===== src/rtl/pwm_capture_if.sv =====
// pwm_capture_if: capture enable, PWM line and measured-result signals of pwm_capture
interface pwm_capture_if #(
  parameter int W = 8,
  parameter int CNT_W = 16
);
  logic i_enb;
  logic i_pwm;
  logic [W-1:0] o_duty;
  logic [CNT_W-1:0] o_period;
  logic o_valid;
  logic o_stuck;
  logic o_err;
  modport master (output i_enb, i_pwm, input o_duty, o_period, o_valid, o_stuck, o_err);
  modport slave (input i_enb, i_pwm, output o_duty, o_period, o_valid, o_stuck, o_err);
endinterface


===== src/rtl/pwm_capture.sv =====
// pwm_capture: measures PWM period/high time, recovers duty with a serial divider, flags stuck lines
module pwm_capture #(
  parameter int W = 8,
  parameter int CNT_W = 16,
  parameter int TIMEOUT = 1000
) (
  input logic sysclk,
  input logic i_rst,
  pwm_capture_if.slave bus
);
  localparam int CW = $clog2(W + 2);
  typedef enum logic [1:0] {S_SYNC, S_HIGH, S_LOW} state_t;
  state_t state, state_n;
  logic [2:0] sync;
  logic rise, fall, timeout, launch, restart, st_hi, st_lo, ge, busy, valid, stuck, err;
  logic [CNT_W-1:0] hi, per, den, period, rem_n;
  logic [CNT_W:0] rem;
  logic [W-1:0] q, duty;
  logic [W:0] q_full;
  logic [CW-1:0] cnt;
  assign rise = sync[1] & ~sync[2];
  assign fall = ~sync[1] & sync[2];
  assign timeout = per == CNT_W'(TIMEOUT);
  assign ge = rem >= {1'b0, den};
  assign rem_n = ge ? CNT_W'(rem - {1'b0, den}) : rem[CNT_W-1:0];
  assign q_full = {q, ge};
  always_ff @(posedge sysclk or posedge i_rst)
    if (i_rst) sync <= '0;
    else sync <= {sync[1:0], bus.i_pwm};
  always_ff @(posedge sysclk or posedge i_rst)
    if (i_rst) state <= S_SYNC;
    else state <= state_n;
  always_comb begin
    state_n = state;
    launch = 1'b0;
    st_hi = 1'b0;
    st_lo = 1'b0;
    restart = 1'b0;
    if (!bus.i_enb) state_n = S_SYNC;
    else
      case (state)
        S_SYNC: begin
          restart = rise;
          state_n = rise ? S_HIGH : S_SYNC;
        end
        S_HIGH: begin
          st_hi = !fall && timeout;
          state_n = fall ? S_LOW : st_hi ? S_SYNC : S_HIGH;
        end
        S_LOW: begin
          launch = rise;
          restart = rise;
          st_lo = !rise && timeout;
          state_n = rise ? S_HIGH : st_lo ? S_SYNC : S_LOW;
        end
        default: state_n = S_SYNC;
      endcase
  end
  // hi counts synchronised-high cycles; per counts from one rise to the next
  always_ff @(posedge sysclk or posedge i_rst)
    if (i_rst) begin
      hi <= '0;
      per <= '0;
    end else if (!bus.i_enb || st_hi || st_lo) begin
      hi <= '0;
      per <= '0;
    end else if (restart) begin
      hi <= CNT_W'(1);
      per <= CNT_W'(1);
    end else if (state == S_HIGH) begin
      hi <= hi + CNT_W'(!fall);
      per <= per + CNT_W'(1);
    end else if (state == S_LOW) per <= per + CNT_W'(1);
  // restoring divide of {hi, W'b0} by per, one quotient bit per cycle, MSB (weight 2**W) first
  always_ff @(posedge sysclk or posedge i_rst)
    if (i_rst) begin
      busy <= 1'b0;
      cnt <= '0;
      rem <= '0;
      den <= '0;
      q <= '0;
      duty <= '0;
      period <= '0;
      valid <= 1'b0;
      stuck <= 1'b0;
      err <= 1'b0;
    end else begin
      valid <= 1'b0;
      err <= 1'b0;
      if (!bus.i_enb) busy <= 1'b0;
      else begin
        if (busy) begin
          rem <= {rem_n, 1'b0};
          q <= {q[W-2:0], ge};
          cnt <= cnt - CW'(1);
          if (cnt == CW'(1)) begin
            busy <= 1'b0;
            duty <= q_full[W] ? {W{1'b1}} : q_full[W-1:0];
            period <= den;
            valid <= 1'b1;
            stuck <= 1'b0;
          end
        end
        if (launch) begin
          if (busy) err <= 1'b1;
          else begin
            busy <= 1'b1;
            cnt <= CW'(W + 1);
            rem <= {1'b0, hi};
            den <= per;
            q <= '0;
          end
        end
        if (st_hi || st_lo) begin
          duty <= {W{st_hi}};
          period <= '0;
          valid <= 1'b1;
          stuck <= 1'b1;
        end
      end
    end
  assign bus.o_duty = duty;
  assign bus.o_period = period;
  assign bus.o_valid = valid;
  assign bus.o_stuck = stuck;
  assign bus.o_err = err;
endmodule

===== src/flat_wrapper.sv =====
// flat-port wrapper written by rule: the top's interface ports become plain ports
module pwm_capture_flat 
#(
  parameter int W = 8,
  parameter int CNT_W = 16,
  parameter int TIMEOUT = 1000
)
  (sysclk, i_rst, bus_i_enb, bus_i_pwm, bus_o_duty, bus_o_period, bus_o_valid, bus_o_stuck, bus_o_err);
  pwm_capture_if #(.W(W), .CNT_W(CNT_W)) bus_i ();
  input logic sysclk;
  input logic i_rst;
  input wire logic [$bits(bus_i.i_enb)-1:0] bus_i_enb;
  input wire logic [$bits(bus_i.i_pwm)-1:0] bus_i_pwm;
  output wire logic [$bits(bus_i.o_duty)-1:0] bus_o_duty;
  output wire logic [$bits(bus_i.o_period)-1:0] bus_o_period;
  output wire logic [$bits(bus_i.o_valid)-1:0] bus_o_valid;
  output wire logic [$bits(bus_i.o_stuck)-1:0] bus_o_stuck;
  output wire logic [$bits(bus_i.o_err)-1:0] bus_o_err;
  assign bus_i.i_enb = bus_i_enb;
  assign bus_i.i_pwm = bus_i_pwm;
  assign bus_o_duty = bus_i.o_duty;
  assign bus_o_period = bus_i.o_period;
  assign bus_o_valid = bus_i.o_valid;
  assign bus_o_stuck = bus_i.o_stuck;
  assign bus_o_err = bus_i.o_err;
  pwm_capture #(.W(W), .CNT_W(CNT_W), .TIMEOUT(TIMEOUT)) u_core (.sysclk(sysclk), .i_rst(i_rst), .bus(bus_i));
endmodule

===== config.mk =====
export PLATFORM = sky130hd
export DESIGN_NAME = pwm_capture_flat
export DESIGN_NICKNAME = d
export VERILOG_FILES = /design/src/rtl/pwm_capture_if.sv /design/src/rtl/pwm_capture.sv /design/src/flat_wrapper.sv
export SDC_FILE = /design/constraint.sdc
export NUM_CORES = 1
export LEC_CHECK = 0
export BUFFER_PORTS_ARGS = -buffer_cell sky130_fd_sc_hd__buf_2
export CAP_MARGIN = 20
export CORE_UTILIZATION = 56
export DETAILED_ROUTE_END_ITERATION = 8
export MAX_ROUTING_LAYER = met4
export PLACE_DENSITY_LB_ADDON = 0.2
export REMOVE_ABC_BUFFERS = 1
export SETUP_SLACK_MARGIN = 0.05
export SLEW_MARGIN = 20
export SYNTH_ARGS = -nofsm -noshare
export SYNTH_HDL_FRONTEND = slang
export SYNTH_SLANG_ARGS = --single-unit

===== constraint.sdc =====
create_clock -name sysclk -period 3.34 [get_ports sysclk]
set_input_delay 0.668 -clock sysclk [delete_from_list [all_inputs] [get_ports sysclk]]
set_output_delay 0.668 -clock sysclk [all_outputs]
set_load 0.005 [all_outputs]

[Word-level counts from Yosys, hierarchy flattened]
Index checks and enable logic that the tools add are counted.
Word-level totals
  register bits after elaboration: 110
  logic and storage cells: 98
  output and inout port bits: 27
  input bits: 4
Operators by class
  order comparisons: 1
  add/sub/neg operators: 4
  bitwise gates (word level): 5
  reductions and logical operators: 16
  multiplexer cells: 54
  equal/unequal tests: 4
Operators by type and width (count)
  $mux 16: 11
  $mux 8: 7
  $mux 17: 3
  $mux 1: 25
  $ge 17x16->1: 1
  $add 16x1->16: 1
  $add 16x1->16 const B: 1
  $eq 16x10->1 const B: 1
  $sub 16x16->16: 1
  $mux 4: 3
  $mux 2: 4
  $pmux 2 s3: 1
  $reduce_and 3->1: 2
  $eq 4x1->1 const B: 1
  $reduce_bool 2->1: 2
  $reduce_bool 4->1: 1
  $sub 4x1->4 const B: 1
  $logic_not 1->1: 3
  $logic_or 1x1->1: 3
  $not 1->1: 3
  $reduce_bool 3->1: 1
  $and 1x1->1: 2
  $eq 2x1->1 const B: 1
  $eq 2x2->1 const B: 1
  3 further kinds: 4

[Longest topological paths before layout]
Gate-level depths: netlist (run 1).
  word-level depth: 9
  depth in mapped cells: 10

[Worst setup path before layout (run 1)]
OpenSTA, ideal clock, no wires.
  kind: reg-to-reg
  start: reg u_core.rem[3]
  end: reg u_core.rem[10]
  arrival: 2138 ps
  slack: 1075 ps
  required time: 3214 ps
  path buffers: 1
  stages on the path, launching flop included: 9
  setup time: 126 ps
  cell sequence: dfrtp_1 ha_1 a21o_1 a21oi_1 a311oi_1 nor3_2 buf_6 nor4_1 a311o_1
On the way
  cells in the longest elaborated chain, start to end: 5
Ends and longest elaborated chain
  start, declared: RTL line pwm_capture.sv:17  | logic [CNT_W:0] rem;
  start signal, assigned: RTL line pwm_capture.sv:93  | rem <= {rem_n, 1'b0};
  start signal, assigned: RTL line pwm_capture.sv:109  | rem <= {1'b0, hi};
  $sub 16x16->16 or $ge 17x16->1 (tied branches): RTL line pwm_capture.sv:25, pwm_capture.sv:24
  $mux 16 *: RTL line pwm_capture.sv:25  | assign rem_n = ge ? CNT_W'(rem - {1'b0, den}) : rem[CNT_W-1:0];
  $mux 17 *: RTL line pwm_capture.sv:92  | if (busy) begin
  $mux 17: RTL line pwm_capture.sv:105  | if (busy) err <= 1'b1;
  $mux 17 *: RTL line pwm_capture.sv:104  | if (launch) begin
Every way passes the cells marked *; elsewhere a longest branch is shown, timed or not.
A chain may end at the register's enable or synchronous reset.

[Worst setup path in the final report (run 1)]
  start: reg u_core.per[0]
  end: reg u_core.duty[6], in the netlist u_core.bus.o_duty[6]
On the way
  cells in the longest elaborated chain, start to end: 7
Ends and longest elaborated chain
  start, declared: RTL line pwm_capture.sv:16  | logic [CNT_W-1:0] hi, per, den, period, rem_n;
  start signal, assigned: RTL line pwm_capture.sv:72  | per <= per + CNT_W'(1);
  start signal, assigned: RTL line pwm_capture.sv:73  | end else if (state == S_LOW) per <= per + CNT_W'(1);
  $eq 16x10->1 *: RTL line pwm_capture.sv:23  | assign timeout = per == CNT_W'(TIMEOUT);
  $logic_and 1x1->1 (on tied branches): RTL line pwm_capture.sv:47, pwm_capture.sv:53
  $mux 1: RTL line pwm_capture.sv:41  | case (state)
  $mux 1: RTL line pwm_capture.sv:39  | if (!bus.i_enb) state_n = S_SYNC;
  $logic_or 1x1->1: RTL line pwm_capture.sv:114  | if (st_hi || st_lo) begin
  $reduce_bool 2->1 (no line)
  $reduce_and 3->1 (no line)
  end signal, assigned: RTL line pwm_capture.sv:98  | duty <= q_full[W] ? {W{1'b1}} : q_full[W-1:0];
  end signal, assigned: RTL line pwm_capture.sv:115  | duty <= {W{st_hi}};
  end, declared: RTL line pwm_capture.sv:18  | logic [W-1:0] q, duty;
Marked as above.

==> results.md, run 1 <==
* Status: completed
* Nets@finish at 719
* # rows at 37
* Final Hold Fails at 0
* Final setup skew at 0.00844 ns
* H-tree Lvls at 3
* Post-synthesis area per instance at 9.25 um2
* Distinct cells, synth at 66
* Reg-to-Reg End: u_core.bus.o_duty[6]
* Layout area overhead at 8.62%
* DR WL/cell at 17.8 um
* Lkg Pwr at 3.12 nW
* Largest net degree at the start of global routing at 60
* Setup slack after layout at 0.618 ns
* Postcts setup bufs at 0
* # DRC at 0
* Die Ht at 107 um
* Crit path max fanout at 8
* Startpoint types: flip-flop
* Share of power burned in registers at 0.456
* Gp weighted congestion at 0.955
* Seq. cell area at 2750 um2
* Seq/Total Area, Yosys at 0.450
* Drt total wl at 14700 um
* I/O Pins at 31
* Die Area at 11400 um2
* Vias at 4973
* Commonest non-fill, non-tap cell in the layout: dfrtp_1
* Antenna violations before repair at 0
* ANT nets after route at 0
* Critical path destination: u_core.bus.o_duty[6]
* Unrepaired setup endpoints after global routing: false
* Critical path origin: u_core.per[0]
* Final Max Slew Viols at 0
* Ys Warns at 0
* Power density cells at 494 nW/um2
* Crit path time final at 2.72 ns
* Setup tns final at 0 ns
* Part of the power in the clock network at 0.271
* Fillers at 907
* Switching part of the total at 0.331
* DP Worst Slack at 0.662 ns
* Final worst-path cycle share at 0.815
* Final Setup Violations at 0
* Fmax at 367 MHz
* Hold buffers post-CTS at 0
* Vias in the first global route at 4793
* RR Startpoint: u_core.per[0]
* DRT Pass-1 Iters at 8
* Antenna diodes at 0
* Worst reg-to-reg setup slack at 0.62 ns
* Reg clk slew, reported paths at 0.10 ns
* Internal at 2.20 mW
* Post-synth ARST share at 1.00
* Post-CTS sizing at 0
* Total Power at 3.28 mW
* Initial Utilization at 0.585
* Area of the multi-input gates at 3120 um2
* GRT overflow at 0
* CTS tree: done
* Core Util, Final at 0.636
* Max-cap viol count at 0
* Gate power share at 0.273
* Root Driver: clkbuf_8
* First-pass GRT wire length at 24400 um
* Die X at 107 um
* Vias per inst at 6.01
* Initial DRC Count at 338
* Switching power at 1.09 mW
* Maximum VDD drop at 233 uV
* Core box area at 10500 um2
* Slew headroom at 0.313
* Num CTS Buffers at 9
* Share of layout cells above drive strength 1 at 0.123
* Crit Path Class: reg -> reg
* Longest Clk Path Bufs at 2
* Mapped Area at 6120 um2
* Worst slew pin tran at 1.02 ns
* Most frequent cells in the layout: 110 x dfrtp_1, 79 x nand2_1, 64 x nor2_1
* Final HPWL from detailed placement at 10700 um
* Flops & latches, synth at 110
* Critical Path RT at 3.62 ns
* Hold Crit Class: reg -> reg
* Fin Hold WS at 0.363 ns
* Critical Path End Type: flip-flop
* Syn Inst Count at 662
* EDFF count, synth at 0
* Total GRT Usage at 0.288
* Worst skew pair latency at 0.39 ns
* Clk sinks at 110
* Crit path DAT at 3.00 ns
* PortBufs at 30
* Main synth FF type: dfrtp_1
* Worst reg-to-reg path cell count at 7
## sequential cells by signal, summed over array words and instances, names as in the netlist, 2 cells and up, named ones only
| signal | cells |
|---|---|
| u_core.den | 16 |
| u_core.state | 2 |
| u_core.hi | 16 |
| u_core.bus.o_duty | 8 |
| u_core.cnt | 4 |
| u_core.rem | 17 |
| u_core.sync | 3 |
| u_core.per | 16 |
| u_core.bus.o_period | 16 |
| u_core.q | 7 |
## worst min-delay path by stage
| stage | from | endpoint | cells past startpoint |
|---|---|---|---|
| floorplan | u_core.sync[0] | u_core.sync[1] | 0 |
| global placement | u_core.sync[0] | u_core.sync[1] | 0 |
| detailed placement | u_core.sync[0] | u_core.sync[1] | 0 |
| CTS | u_core.sync[0] | u_core.sync[1] | 0 |
| global route | bus_i_pwm | u_core.sync[0] | 1 |
| finish | u_core.sync[0] | u_core.sync[1] | 0 |
## power groups by stage
stage / logic [mW] / registers [mW] / clock network, mW
6_report: 0.897 / 1.50 / 0.888
5_1_grt: 1.01 / 1.51 / 0.949
4_1_cts: 0.892 / 1.50 / 0.891
3_5_place_dp: 0.887 / 1.52 / 0
3_3_place_gp: 0.881 / 1.52 / 0
2_1_floorplan: 0.658 / 1.51 / 0
## logic make-up after synthesis
group	count (synthesis)	share of synthesized area
and+or+nand+nor	245	0.191
adders and majority gates	28	0.0584
AOI/OAI and AO/OA	149	0.155
buffers and inverters	63	0.0417
muxes	30	0.0515
DFF	110	0.450
xor gates and xnor gates	37	0.0529
## per-stage QoR
stage               std cells  cell area (um2)
finish                    828             6650
floorplan                 632             5990
CTS                       828             6650
global placement          812             6430
global route              828             6650
detailed placement        812             6430
## routing by layer
metal	share of wire	track usage	routed length (um)	vias up
li1	-	-	-	2383
met1	0.46	0.390	6830	2453
met2	0.48	0.454	7090	117
met3	0.036	0.0365	530	20
met4	0.017	0.0881	245	0
met5	0	-	0	-
## worst max-delay path: stages, from the launching register on
cell and delay [ns]:
dfrtp_1 0.47, inv_1 0.09, ha_1 0.13, and4bb_1 0.20, nand4_2 0.28, nor3_1 0.91, o21ai_0 0.23, mux2_2 0.31
## layout make-up
type / instances / area share
Tap cell: 136 / 0.0256
Inverter: 33 / 0.0190
Sequential cell: 110 / 0.414
Clock buffer: 12 / 0.0248
Timing Repair Buffer: 44 / 0.0403
Multi-Input combinational cell: 489 / 0.469
Clock inverter: 4 / 0.00771
## Yosys cell counts, drive strengths merged, types with 4 or more instances
library cell | n | area share
dfrtp | 110 | 0.45
nand2 | 80 | 0.049
nor2 | 65 | 0.040
o21ai | 51 | 0.042
nand3 | 40 | 0.033
a21oi | 39 | 0.032
inv | 33 | 0.020
ha | 27 | 0.055
xor2 | 24 | 0.034
clkbuf | 21 | 0.013
mux2i | 18 | 0.029
xnor2 | 13 | 0.019
mux2 | 12 | 0.022
nand2b | 10 | 0.010
nand4 | 10 | 0.011
buf | 9 | 0.0086
and3 | 8 | 0.0082
o2bb2ai | 8 | 0.011
nor3 | 7 | 0.0074
nor4 | 7 | 0.0082
a21o | 6 | 0.0074
a31oi | 6 | 0.0061
o221ai | 5 | 0.0072
a22oi | 4 | 0.0049
a311o | 4 | 0.0065
o21a | 4 | 0.0049
No activity file was read; power rests on OpenSTA's default activity.
==> run 2, diff against run 1 <==
--- a/config.mk
+++ b/config.mk
@@ -5,9 +5,10 @@
 export SDC_FILE = /design/constraint.sdc
 export NUM_CORES = 1
 export LEC_CHECK = 0
+export ABC_AREA = 1
 export BUFFER_PORTS_ARGS = -buffer_cell sky130_fd_sc_hd__buf_2
 export CAP_MARGIN = 20
-export CORE_UTILIZATION = 56
+export CORE_UTILIZATION = 62
 export DETAILED_ROUTE_END_ITERATION = 8
 export MAX_ROUTING_LAYER = met4
 export PLACE_DENSITY_LB_ADDON = 0.2
==> constraint.sdc (replaced) <==
create_clock -name sysclk -period 2.7 [get_ports sysclk]
set_input_delay 0.54 -clock sysclk [delete_from_list [all_inputs] [get_ports sysclk]]
set_output_delay 0.54 -clock sysclk [all_outputs]
set_load 0.005 [all_outputs]
==> run 2 against run 1 <==
Largest power group is now combinational logic. Final cell count grew 22%. Sequential power increased by 28%. Setup slack got worse by 0.19 ns. Clock power up 16%. Largest cell class unchanged. Routed wire length up 22%. Core utilization rose by 5.9 points. Flip-flop and latch count did not move. Global-route usage rose by 6.7 points.
==> results.md, run 2 <==
* Status: completed
* Worst slew pin tran at 0.787 ns
* Lkg Pwr at 3.51 nW
* Num CTS Buffers at 9
* Startpoint types: flip-flop
* Maximum VDD drop at 383 uV
* Die Area at 11300 um2
* Post-CTS sizing at 0
* Gp weighted congestion at 0.974
* CTS tree: done
* Slew headroom at 0.475
* # rows at 37
* Core Util, Final at 0.695
* Distinct cells, synth at 49
* Top-count cell post-synth: nand2_1
* Root Driver: clkbuf_8
* H-tree Lvls at 3
* Seq/Total Area, Yosys at 0.409
* DP Worst Slack at 0.472 ns
* Mapped Area at 6730 um2
* Fmax at 439 MHz
* Worst reg-to-reg setup slack at 0.42 ns
* Reg-to-Reg End: u_core.rem[10]
* Reg clk slew, reported paths at 0.12 ns
* Setup tns final at 0 ns
* Commonest non-fill, non-tap cell in the layout: nand2_1
* Part of the power in the clock network at 0.210
* Hold Crit Class: in -> async
* Most frequent cells in the layout: 172 x nand2_1, 110 x dfrtp_1, 109 x inv_1
* Nets@finish at 904
* Crit path max fanout at 19
* Share of power burned in registers at 0.392
* Worst reg-to-reg path cell count at 10
* Clk sinks at 110
* Flops & latches, synth at 110
* Vias in the first global route at 5943
* ANT nets after route at 0
* Crit path DAT at 2.56 ns
* Top reg by flops: u_core.rem
* Synth cell count leaders: 172 x nand2_1, 110 x dfrtp_1, 110 x inv_1
* Drt total wl at 17900 um
* Core box area at 10400 um2
* Antenna violations before repair at 0
* Layout Cells excl Fill at 1013
* Top cells by area, synth: dfrtp_1 41%, nand2_1 9.6%, inv_1 6.1%
* Crit Path Class: reg -> reg
* Die X at 106 um
* Final HPWL from detailed placement at 13300 um
* Largest net degree at the start of global routing at 42
* Switching power at 2.07 mW
* Max reg flops at 17
* Max-cap viol count at 0
* Vias at 6077
* Total GRT Usage at 0.354
* Crit path time final at 2.28 ns
* Worst skew pair latency at 0.40 ns
* Setup slack after layout at 0.424 ns
* Unrepaired setup endpoints after global routing: false
* GRT overflow at 0
* Gate power share at 0.398
* Inst Count DP at 997
* Critical path origin: u_core.den[13]
* Layout area overhead at 7.49%
* Final Max Slew Viols at 0
* Initial Utilization at 0.646
* Critical Path RT at 2.99 ns
* First-pass GRT wire length at 29900 um
* RR Startpoint: u_core.den[13]
* Main synth FF type: dfrtp_1
* Largest area contributor in the netlist: dfrtp_1
* Longest Clk Path Bufs at 2
* Syn Inst Count at 841
* Die Ht at 106 um
* Power density cells at 676 nW/um2
* Postcts setup bufs at 0
* Hold buffers post-CTS at 0
* EDFF count, synth at 0
* Post-synth ARST share at 1.00
* Antenna diodes at 0
* Post-synthesis area per instance at 8.01 um2
* Vias per inst at 6.00
* Internal at 2.82 mW
* Final Hold Fails at 0
* Total Power at 4.90 mW
* Share of layout cells above drive strength 1 at 0.141
* PortBufs at 30
* Critical Path End Type: flip-flop
* Top-area cell type share of the netlist area at 0.409
* I/O Pins at 31
* Initial DRC Count at 543
* Switching part of the total at 0.423
* # DRC at 0
* DR WL/cell at 17.7 um
* Final Setup Violations at 0
* DRT Pass-1 Iters at 5
* Fillers at 850
* Final worst-path cycle share at 0.843
* Ys Warns at 0
* Final setup skew at 0.0170 ns
[run 2: cell count changes after synthesis, sizes merged, moves of 10 or more]
cell    before  now
mux2i       18    0
nand3b       0   16
a221oi       0   15
o31ai        3   16
nand2       80  190
nor2        65   78
nor3         7   24
o21ai       51   37
mux2        12    0
inv         33  118
clkbuf      21    8
nand2b      10    0
nand3       40   76
[run 2: per-stage QoR]
step | hold WS (ns) | cell area (um2)
detailed placement | 0.336 | 7030
finish | 0.116 | 7240
floorplan | 0.331 | 6580
CTS | 0.125 | 7240
global route | 0.141 | 7240
global placement | 0.342 | 7020
[run 2: final cells by class]
class,count,area (um2),share of cell area
multi-input cells,587,3380,0.467
flip-flops and latches,110,2750,0.380
inverters,120,458,0.0633
repair buffers,44,268,0.0370
well taps,136,170,0.0235
clock buffers,9,124,0.0171
clock inverters,7,86.3,0.0119
[run 2: power groups by stage]
stage	clock, mW	combinational [mW]	sequential [mW]
5_1_grt	1.11	2.19	1.93
2_1_floorplan	0	1.47	1.91
4_1_cts	1.05	1.93	1.91
3_5_place_dp	0	1.92	1.94
3_3_place_gp	0	1.90	1.94
6_report	1.03	1.95	1.92
[run 2: worst max-delay path, stage by stage, from the launching register on]
cell and delay [ns]:
dfrtp_1 0.35, inv_1 0.11, ha_1 0.42, nand2_1 0.10, nor3_1 0.25, and2_1 0.23, nand2_4 0.16, nand2_4 0.27
nand3_1 0.13, nand3_1 0.09, a21oi_1 0.06
[run 2: worst max path at each step]
stage,endpoint
floorplan,asynchronous set/reset pin
global placement,u_core.rem[9]
detailed placement,u_core.rem[10]
CTS,u_core.hi[8]
global route,u_core.rem[14]
finish,u_core.rem[10]
[run 2: layer usage]
layer  global-route usage  share of wire
met5                    -              0
met4                0.129          0.024
met3               0.0454          0.067
met2                0.557           0.48
met1                0.474           0.43
[run 2: logic make-up after synthesis]
group	share of synthesized area
AO/OA/AOI/OAI	0.120
flip-flops	0.409
adder cells (fa/ha/maj)	0.0531
XOR/XNOR	0.0299
AND/OR/NAND/NOR	0.298
buffers and inverters	0.0901
